`src/rtl/lc3b_pipe_stage_if.sv`:
```
// Valid/ready handshake bus for a single lc3b pipeline payload stream.
interface lc3b_pipe_stage_if #(
  parameter int unsigned WIDTH = 16
);
  logic             valid;
  logic             ready;
  logic [WIDTH-1:0] data;
  logic             is_nop;

  // Producer side: offers payload, observes ready
  modport master (output valid, output data, output is_nop, input ready);
  // Consumer side: observes payload, returns ready
  modport slave  (input valid, input data, input is_nop, output ready);
endinterface

```
`src/rtl/lc3b_pipe_stage.sv`:
```
// Elastic lc3b pipeline-stage register: one payload bus under valid/ready,
// optional 2-entry skid storage, flush-to-NOP and a saturating stall counter.
module lc3b_pipe_stage #(
  parameter int unsigned      WIDTH       = 16,
  parameter int unsigned      DEPTH       = 1,
  parameter logic [WIDTH-1:0] NOP_PAYLOAD = '0,
  parameter int unsigned      CNT_W       = 16
) (
  input  logic                clk,
  input  logic                reset_n,
  input  logic                flush,
  lc3b_pipe_stage_if.slave    in_bus,
  lc3b_pipe_stage_if.master   out_bus,
  output logic [1:0]          occupancy,
  output logic [CNT_W-1:0]    stall_cnt
);

  localparam logic [CNT_W-1:0] CNT_MAX = '1;

  logic [1:0]       occ_q, occ_d;
  logic [WIDTH-1:0] head_data_q, head_data_d;
  logic             head_nop_q, head_nop_d;
  logic [WIDTH-1:0] tail_data_q, tail_data_d;
  logic             tail_nop_q, tail_nop_d;
  logic [CNT_W-1:0] cnt_q, cnt_d;
  logic             ready_c;
  logic             out_valid_c;
  logic             push_c;
  logic             pop_c;

  // Outputs come straight from state; the head register always holds NOP when empty
  assign out_valid_c    = (occ_q != 2'd0);
  assign out_bus.valid  = out_valid_c;
  assign out_bus.data   = head_data_q;
  assign out_bus.is_nop = head_nop_q;
  assign occupancy      = occ_q;
  assign stall_cnt      = cnt_q;

  // Plain stage passes downstream ready through; skid stage depends only on its own fill
  generate
    if (DEPTH == 1) begin : g_plain
      assign ready_c = (occ_q == 2'd0) || out_bus.ready;
    end else begin : g_skid
      assign ready_c = (occ_q < 2'd2);
    end
  endgenerate

  assign in_bus.ready = reset_n && ready_c;
  assign push_c       = in_bus.valid && in_bus.ready;
  assign pop_c        = out_valid_c && out_bus.ready;

  // Next-state: ordered head/tail storage, flush overriding any push or pop
  always_comb begin
    occ_d       = occ_q;
    head_data_d = head_data_q;
    head_nop_d  = head_nop_q;
    tail_data_d = tail_data_q;
    tail_nop_d  = tail_nop_q;
    cnt_d       = cnt_q;

    if (out_valid_c && !out_bus.ready && !flush && (cnt_q != CNT_MAX)) begin
      cnt_d = cnt_q + CNT_W'(1);
    end

    if (flush) begin
      occ_d       = 2'd0;
      head_data_d = NOP_PAYLOAD;
      head_nop_d  = 1'b1;
      tail_data_d = NOP_PAYLOAD;
      tail_nop_d  = 1'b1;
    end else begin
      case (occ_q)
        2'd0: begin
          if (push_c) begin
            occ_d       = 2'd1;
            head_data_d = in_bus.data;
            head_nop_d  = in_bus.is_nop;
          end
        end
        2'd1: begin
          if (push_c && pop_c) begin
            head_data_d = in_bus.data;
            head_nop_d  = in_bus.is_nop;
          end else if (push_c) begin
            occ_d       = 2'd2;
            tail_data_d = in_bus.data;
            tail_nop_d  = in_bus.is_nop;
          end else if (pop_c) begin
            occ_d       = 2'd0;
            head_data_d = NOP_PAYLOAD;
            head_nop_d  = 1'b1;
          end
        end
        default: begin
          if (pop_c) begin
            occ_d       = 2'd1;
            head_data_d = tail_data_q;
            head_nop_d  = tail_nop_q;
            tail_data_d = NOP_PAYLOAD;
            tail_nop_d  = 1'b1;
          end
        end
      endcase
    end
  end

  // State register with synchronous active-low reset
  always_ff @(posedge clk) begin
    if (!reset_n) begin
      occ_q       <= 2'd0;
      head_data_q <= NOP_PAYLOAD;
      head_nop_q  <= 1'b1;
      tail_data_q <= NOP_PAYLOAD;
      tail_nop_q  <= 1'b1;
      cnt_q       <= '0;
    end else begin
      occ_q       <= occ_d;
      head_data_q <= head_data_d;
      head_nop_q  <= head_nop_d;
      tail_data_q <= tail_data_d;
      tail_nop_q  <= tail_nop_d;
      cnt_q       <= cnt_d;
    end
  end

endmodule
```
`src/flat_wrapper.sv`:
```
// flat-port wrapper written by rule: the top's interface ports become plain ports
module lc3b_pipe_stage_flat 
#(
  parameter int unsigned      WIDTH       = 16,
  parameter int unsigned      DEPTH       = 1,
  parameter logic [WIDTH-1:0] NOP_PAYLOAD = '0,
  parameter int unsigned      CNT_W       = 16
)
  (clk, reset_n, flush, occupancy, stall_cnt, in_bus_valid, in_bus_data, in_bus_is_nop, in_bus_ready, out_bus_valid, out_bus_data, out_bus_is_nop, out_bus_ready);
  lc3b_pipe_stage_if #(.WIDTH(WIDTH)) in_bus_i ();
  lc3b_pipe_stage_if #(.WIDTH(WIDTH)) out_bus_i ();
  input  logic clk;
  input  logic reset_n;
  input  logic flush;
  output logic [1:0] occupancy;
  output logic [CNT_W-1:0] stall_cnt;
  input wire logic [$bits(in_bus_i.valid)-1:0] in_bus_valid;
  input wire logic [$bits(in_bus_i.data)-1:0] in_bus_data;
  input wire logic [$bits(in_bus_i.is_nop)-1:0] in_bus_is_nop;
  output wire logic [$bits(in_bus_i.ready)-1:0] in_bus_ready;
  output wire logic [$bits(out_bus_i.valid)-1:0] out_bus_valid;
  output wire logic [$bits(out_bus_i.data)-1:0] out_bus_data;
  output wire logic [$bits(out_bus_i.is_nop)-1:0] out_bus_is_nop;
  input wire logic [$bits(out_bus_i.ready)-1:0] out_bus_ready;
  assign in_bus_i.valid = in_bus_valid;
  assign in_bus_i.data = in_bus_data;
  assign in_bus_i.is_nop = in_bus_is_nop;
  assign in_bus_ready = in_bus_i.ready;
  assign out_bus_valid = out_bus_i.valid;
  assign out_bus_data = out_bus_i.data;
  assign out_bus_is_nop = out_bus_i.is_nop;
  assign out_bus_i.ready = out_bus_ready;
  lc3b_pipe_stage #(.WIDTH(WIDTH), .DEPTH(DEPTH), .NOP_PAYLOAD(NOP_PAYLOAD), .CNT_W(CNT_W)) u_core (.clk(clk), .reset_n(reset_n), .flush(flush), .in_bus(in_bus_i), .out_bus(out_bus_i), .occupancy(occupancy), .stall_cnt(stall_cnt));
endmodule
```
`config.mk`:
```
export PLATFORM = sky130hd
export DESIGN_NAME = lc3b_pipe_stage_flat
export DESIGN_NICKNAME = d
export VERILOG_FILES = /design/src/rtl/lc3b_pipe_stage_if.sv /design/src/rtl/lc3b_pipe_stage.sv /design/src/flat_wrapper.sv
export SDC_FILE = /design/constraint.sdc
export NUM_CORES = 1
export LEC_CHECK = 0
export ABC_AREA = 1
export BUFFER_PORTS_ARGS = -buffer_cell sky130_fd_sc_hd__buf_4
export CORE_MARGIN = 2
export CORE_UTILIZATION = 56
export CTS_CLUSTER_SIZE = 28
export DETAILED_ROUTE_END_ITERATION = 16
export PLACE_DENSITY = 0.83
export SYNTH_ARGS = -nofsm -noshare
export SYNTH_HDL_FRONTEND = slang
export SYNTH_SLANG_ARGS = --single-unit
```
`constraint.sdc`:
```
create_clock -name clk -period 4.5 [get_ports clk]
set_clock_uncertainty 0.15 [all_clocks]
set_input_delay 0 -clock clk [delete_from_list [all_inputs] [get_ports clk]]
set_output_delay 0 -clock clk [all_outputs]
set_load 0.01 [all_outputs]
```
==> impl_metrics.toml, run 1 <==
[die]
die_h_um = 68.9
die_x_um = 68.9
die-area_sq_mm = 0.00475
start_util = 0.586
core_area_sq_mm = 0.00403
fp-row-count = 23
ios = 59

[timing]
rsz0062_at_grt = "false"
clock.fmax_mhz = 391
whs_ns = 0.280
min_period_ns = 2.56
fin_ws_ns = 1.94
maxSlewViolCount = 0
fin_setup_tns_ns = 0
finalSetupViolCount = 0
slew_headroom = 0.519
hold_viol_final = 0
tightest_slew_ns = 0.721
fin_crit_sh = 0.569

[setup_path]
cp-start-kind = "flop"
worstPathMaxFanout = 22
required_ns = 4.55
end_kind = "flop"
crit_arrival_ns = 2.61
r2r-end = "u_core.out_bus.data[13]$_SDFFE_PP0P_"
rrSetupSlack_ns = 1.94
path_class = "flop to flop"
r2r_start = "u_core.occupancy[1]$_SDFFE_PP0P_"
ff2ff_path_depth = 9

[placement]
io_buffers = 58
hpwl_um = 4070
place.gp.congestion = 0.870
place_ws_ns = 2.04

[synth]
synth_area_sq_mm = 0.00236
synth.lib_cells_used.distinct = 26
synth_area_per_cell_sq_um = 6.82
ys_seq_elements = 52
ys_warn_count = 0
synthCells = 346
syn-num-nets = 369
ys_seq_area_frac = 0.441

[hold_path]
hold_path_class = "input pin to flop"
hold_end = "u_core.occupancy[1]$_SDFFE_PP0P_"
hp-start = "out_bus_ready"
holdPathStages = 3

[clock_network]
postCtsSetupRepairBufs = 0
numCtsBuffers = 5
tritoncts = "done"
cts_root_buffer = "clkbuf_8"
cts_max_path_buffers = 2
worstSkewPairLatency_ns = 0.31
cts.sinks = 52
cts-htree-levels = 2
cts.clk_slew.worst_paths_ns = 0.09

[power]
leakage_nw = 1.25
cellPowerDensity_mw_per_mm2 = 274
p_total_mw = 0.850
ir_drop_mv = 0.193

[global_route]
grt_first_pass_wirelength_um = 9870
antenna_found_initial = 0
grt_overflow = 0
grt_max_degree = 23
grt_use_total = 0.276
first_global_vias = 2157

[drt]
first_iter_violations = 243
first_pass_iters = 5
viasPerCell = 5.38
ant_nets = 0
routed_wl_um = 6160
wire_per_inst_um = 13.1
route.vias.total = 2533
route.detailed.drc = 0

[outcome]
status = "finished, final reports clean"

[final_layout]
antennaDiodeCount = 0
drive_above_1_share = 0.183
nNetsFinal = 443
syn_to_final_growth_pct = 31.4

[run]
cap_violations = 0
==> cell families (layout without fill, tap and decap cells) <==
family,count (synthesis),count (layout),share of synthesized area
adders and majority gates,1,1,0.00530
and+or+nand+nor,202,202,0.354
buffers and inverters,32,107,0.0620
DFF,52,52,0.441
xor gates and xnor gates,7,7,0.0260
AOI/OAI and AO/OA,52,52,0.111
==> worst max-delay path, cell delays in order (launching register included) <==
cell	delay, ns
dfxtp_1	0.80
inv_2	0.09
nand2_2	0.13
nand2_2	0.25
nand3_1	0.20
nand2_2	0.22
nand2_1	0.17
inv_2	0.14
o21ai_0	0.23
nor2_1	0.07
==> power breakdown <==
part           internal, mW  total [mW]  switching (mW)
Combinational        0.0471      0.0997          0.0526
Sequential            0.468       0.473         0.00477
Clock                 0.125       0.278           0.153
Total                 0.640       0.850           0.210
==> through the flow <==
stage	cell area, sq um	std cells	util
finish	3100	471	0.770
global route	3100	471	0.770
CTS	3100	471	0.770
detailed placement	2790	441	0.692
global placement	2790	441	0.692
floorplan	2360	346	-
==> cell type report <==
| class | count | area [sq um] |
|---|---|---|
| clock inverters | 1 | 7.51 |
| well taps | 50 | 62.6 |
| flip-flops and latches | 52 | 1040 |
| multi-input cells | 262 | 1170 |
| inverters | 18 | 67.6 |
| clock buffers | 7 | 86.3 |
| repair buffers | 81 | 663 |
| fillers | 309 | 928 |
==> flip-flops by register name (all words and copies together), names as in the netlist <==
signal,count
u_core.occupancy,2
u_core.out_bus.data,16
u_core.tail_data_q,16
u_core.stall_cnt,16
u_core.tail_nop_q,1
u_core.out_bus.is_nop,1
==> cells in the final DEF, fill, tap and decap left out, types with 2 or more instances in the layout <==
cell type	n
o21ai_1	2
dlygate4sd3_1	22
nand2_2	3
nor2_2	3
clkbuf_8	6
nand2_1	102
nand3_1	27
dfxtp_1	52
buf_4	59
inv_1	13
nor2_1	57
xnor2_1	2
nand4_1	7
o21ai_0	17
xor2_1	5
a21oi_1	32
inv_2	4
==> synth_stat cells (all sizes together) <==
| master | instances | share of area |
|---|---|---|
| clkbuf | 6 | 0.010 |
| nand2 | 105 | 0.17 |
| inv | 17 | 0.027 |
| nand4 | 7 | 0.019 |
| o21ai | 19 | 0.040 |
| clkinv | 1 | 0.0016 |
| ha | 1 | 0.0053 |
| and2 | 1 | 0.0027 |
| nor2 | 61 | 0.10 |
| nand3 | 27 | 0.057 |
| o21bai | 1 | 0.0032 |
| buf | 8 | 0.023 |
| xnor2 | 2 | 0.0074 |
| dfxtp | 52 | 0.44 |
| nor3 | 1 | 0.0021 |
| a21oi | 32 | 0.068 |
| xor2 | 5 | 0.019 |
==> per-layer routing <==
| layer | share of wire | GRT usage | up-vias |
|---|---|---|---|
| li1 | - | - | 1263 |
| met1 | 0.45 | 0.366 | 1159 |
| met2 | 0.48 | 0.460 | 105 |
| met3 | 0.068 | 0.0503 | 6 |
| met4 | 0.0067 | 0.0784 | 0 |
| met5 | 0 | 0 | - |
==> repair_timing <==
| action | CTS | global route |
|---|---|---|
| gates resized for setup | 0 | 0 |
| hold endpoints to repair | 35 | 0 |
| endpoints found under the setup margin | 0 | 0 |
| hold buffers | 22 | 0 |
==> worst max-delay path by stage <==
stage                                                 from                                   end  cells after the start
after floorplan           u_core.stall_cnt[0]$_SDFFE_PN0P_     u_core.stall_cnt[11]$_SDFFE_PN0P_                     10
after global placement    u_core.occupancy[1]$_SDFFE_PP0P_     u_core.stall_cnt[15]$_SDFFE_PN0P_                      9
after detailed placement  u_core.occupancy[1]$_SDFFE_PP0P_  u_core.out_bus.data[13]$_SDFFE_PP0P_                      9
after CTS                 u_core.occupancy[1]$_SDFFE_PP0P_     u_core.stall_cnt[12]$_SDFFE_PN0P_                      9
after global routing      u_core.occupancy[1]$_SDFFE_PP0P_      u_core.stall_cnt[5]$_SDFFE_PN0P_                      9
final                     u_core.occupancy[1]$_SDFFE_PP0P_  u_core.out_bus.data[13]$_SDFFE_PP0P_                      9
Power figures use the tool's default switching activity.
==> run 2: changes to the inputs <==
--- a/config.mk
+++ b/config.mk
@@ -8,10 +8,10 @@
 export ABC_AREA = 1
 export BUFFER_PORTS_ARGS = -buffer_cell sky130_fd_sc_hd__buf_4
 export CORE_MARGIN = 2
-export CORE_UTILIZATION = 56
+export CORE_UTILIZATION = 47
 export CTS_CLUSTER_SIZE = 28
 export DETAILED_ROUTE_END_ITERATION = 16
-export PLACE_DENSITY = 0.83
+export PLACE_DENSITY = 0.75
 export SYNTH_ARGS = -nofsm -noshare
 export SYNTH_HDL_FRONTEND = slang
 export SYNTH_SLANG_ARGS = --single-unit
==> constraint.sdc (replaced) <==
create_clock -name clk -period 2.09 [get_ports clk]
set_clock_uncertainty 0.15 [all_clocks]
set_input_delay 0 -clock clk [delete_from_list [all_inputs] [get_ports clk]]
set_output_delay 0 -clock clk [all_outputs]
set_load 0.01 [all_outputs]
==> impl_metrics.toml, run 2 (synthesized netlist as in run 1, its figures left out) <==
[setup_path]
worstPathMaxFanout = 17
ff2ff_path_depth = 9
crit_arrival_ns = 1.99
cp-start-kind = "flop"
crit_start = "u_core.occupancy[0]$_SDFFE_PP0P_"
r2r-end = "u_core.stall_cnt[1]$_SDFFE_PN0P_"
end_kind = "flop"
path_class = "flop to flop"
rrSetupSlack_ns = 0.15
required_ns = 2.14
r2r_start = "u_core.occupancy[0]$_SDFFE_PP0P_"
endpoint = "u_core.stall_cnt[1]$_SDFFE_PN0P_"

[placement]
place.gp.congestion = 0.845
hpwl_um = 4270
io_buffers = 58
place_area_sq_mm = 0.00288

[global_route]
antenna_found_initial = 0
grt_use_total = 0.235
grt_max_degree = 19
grt_first_pass_wirelength_um = 10100
first_global_vias = 2211
grt_overflow = 0

[clock_network]
numCtsBuffers = 5
cts.clk_slew.worst_paths_ns = 0.09
cts_max_path_buffers = 2
cts.sinks = 52
worstSkewPairLatency_ns = 0.30
postCtsSetupRepairBufs = 0
cts_root_buffer = "clkbuf_8"
cts-htree-levels = 2
tritoncts = "done"

[power]
comb_power_share = 0.112
cellPowerDensity_mw_per_mm2 = 619
p_seq_frac = 0.510
ir_drop_mv = 0.577
clockPowerShare = 0.377
power.switching_mw = 0.456
sw_frac_of_total = 0.229
leakage_nw = 1.31
p_int_mw = 1.54

[drt]
first_iter_violations = 235
first_pass_iters = 4
viasPerCell = 5.04
wire_per_inst_um = 12.8
routed_wl_um = 6330
route.detailed.drc = 0
route.vias.total = 2499
ant_nets = 0

[timing]
hold_viol_final = 0
fin_setup_tns_ns = 0
tightest_slew_ns = 0.562
clock.fmax_mhz = 515
fin_crit_sh = 0.929
min_period_ns = 1.94
slew_headroom = 0.625
finalSetupViolCount = 0
rsz0062_at_grt = "false"
maxSlewViolCount = 0

[die]
core_area_sq_mm = 0.00479
die_x_um = 74.9
fp-row-count = 25
die_h_um = 74.9
start_util = 0.493
die-area_sq_mm = 0.00560
ios = 59

[run]
cap_violations = 0

[final_layout]
nNetsFinal = 451
final_util = 0.673
final_common_cell = "nand2_1"
final_area_sq_mm = 0.00322
antennaDiodeCount = 0
drive_above_1_share = 0.207
syn_to_final_growth_pct = 36.5
layout.cells.most_common_list = "101 x nand2_1, 68 x buf_4, 57 x nor2_1, 52 x dfxtp_1, 32 x a21oi_1"

[hold_path]
hp-start = "u_core.tail_data_q[6]$_SDFFE_PP0P_"
holdPathStages = 2
hold_path_class = "flop to flop"

[outcome]
status = "finished, final reports clean"
==> run 2: changes by cell type in the layout (fill, tap and decap cells not counted), sizes merged <==
cell,previous run,this run
bufinv,0,1
dlygate4sd3,22,21
clkinvlp,1,0
buf,59,68
==> run 2: per-stage QoR <==
step / hold WS (ns) / total power [mW] / setup WS [ns] / instances
CTS: 0.272 / 2.00 / 0.0855 / 496
global placement: 0.0501 / 1.23 / 0.165 / 467
global route: 0.305 / 2.06 / 0.0115 / 496
floorplan: -0.0732 / 1.14 / 0.308 / 346
detailed placement: 0.0561 / 1.23 / 0.115 / 467
finish: 0.297 / 2.00 / 0.148 / 496
==> run 2: repair_timing <==
| action | CTS | global route |
|---|---|---|
| endpoints found under the setup margin | 0 | 20 |
| endpoints found under the hold margin | 32 | 0 |
| hold buffers | 21 | 0 |
| gates resized for setup | 0 | 5 |
==> run 2: layout make-up <==
cell class | instances | area [sq um]
Fill cell | 438 | 1560
Multi-Input combinational cell | 262 | 1180
Clock inverter | 1 | 30.0
Inverter | 18 | 72.6
Clock buffer | 7 | 96.3
Tap cell | 67 | 83.8
Timing Repair Buffer | 89 | 721
Sequential cell | 52 | 1040
==> run 2: worst min-delay path by stage <==
stage                                                     to  slack (ns)
after floorplan             u_core.occupancy[1]$_SDFFE_PP0P_       -0.07
after global placement      u_core.occupancy[1]$_SDFFE_PP0P_        0.05
after detailed placement    u_core.occupancy[1]$_SDFFE_PP0P_        0.06
after CTS                   u_core.occupancy[1]$_SDFFE_PP0P_        0.27
after global routing        u_core.occupancy[1]$_SDFFE_PP0P_        0.30
final                     u_core.tail_data_q[6]$_SDFFE_PP0P_        0.30
==> run 2: worst max-delay path, stage by stage (launching register included) <==
cell and delay, ns:
dfxtp_1 0.37, inv_1 0.09, nand2_2 0.13, nand2_2 0.19, nor2_2 0.14, inv_2 0.06, nor2_4 0.37, inv_4 0.16
nor2_1 0.13, nor2_1 0.05
==> run 2: metal layers <==
| layer | wire length, um | GRT usage | part of all wire |
|---|---|---|---|
| met4 | 74 | 0.0714 | 0.012 |
| met1 | 2940 | 0.317 | 0.47 |
| met5 | 0 | 0 | 0 |
| met3 | 348 | 0.0482 | 0.055 |
| met2 | 2960 | 0.382 | 0.47 |
==> run 2: power by group through the flow <==
stage / Combinational (mW) / Sequential, mW / Clock (mW)
CTS: 0.220 / 1.02 / 0.764
finish: 0.224 / 1.02 / 0.753
floorplan: 0.0887 / 1.05 / 0
global route: 0.245 / 1.02 / 0.798
global placement: 0.186 / 1.04 / 0
detailed placement: 0.188 / 1.04 / 0
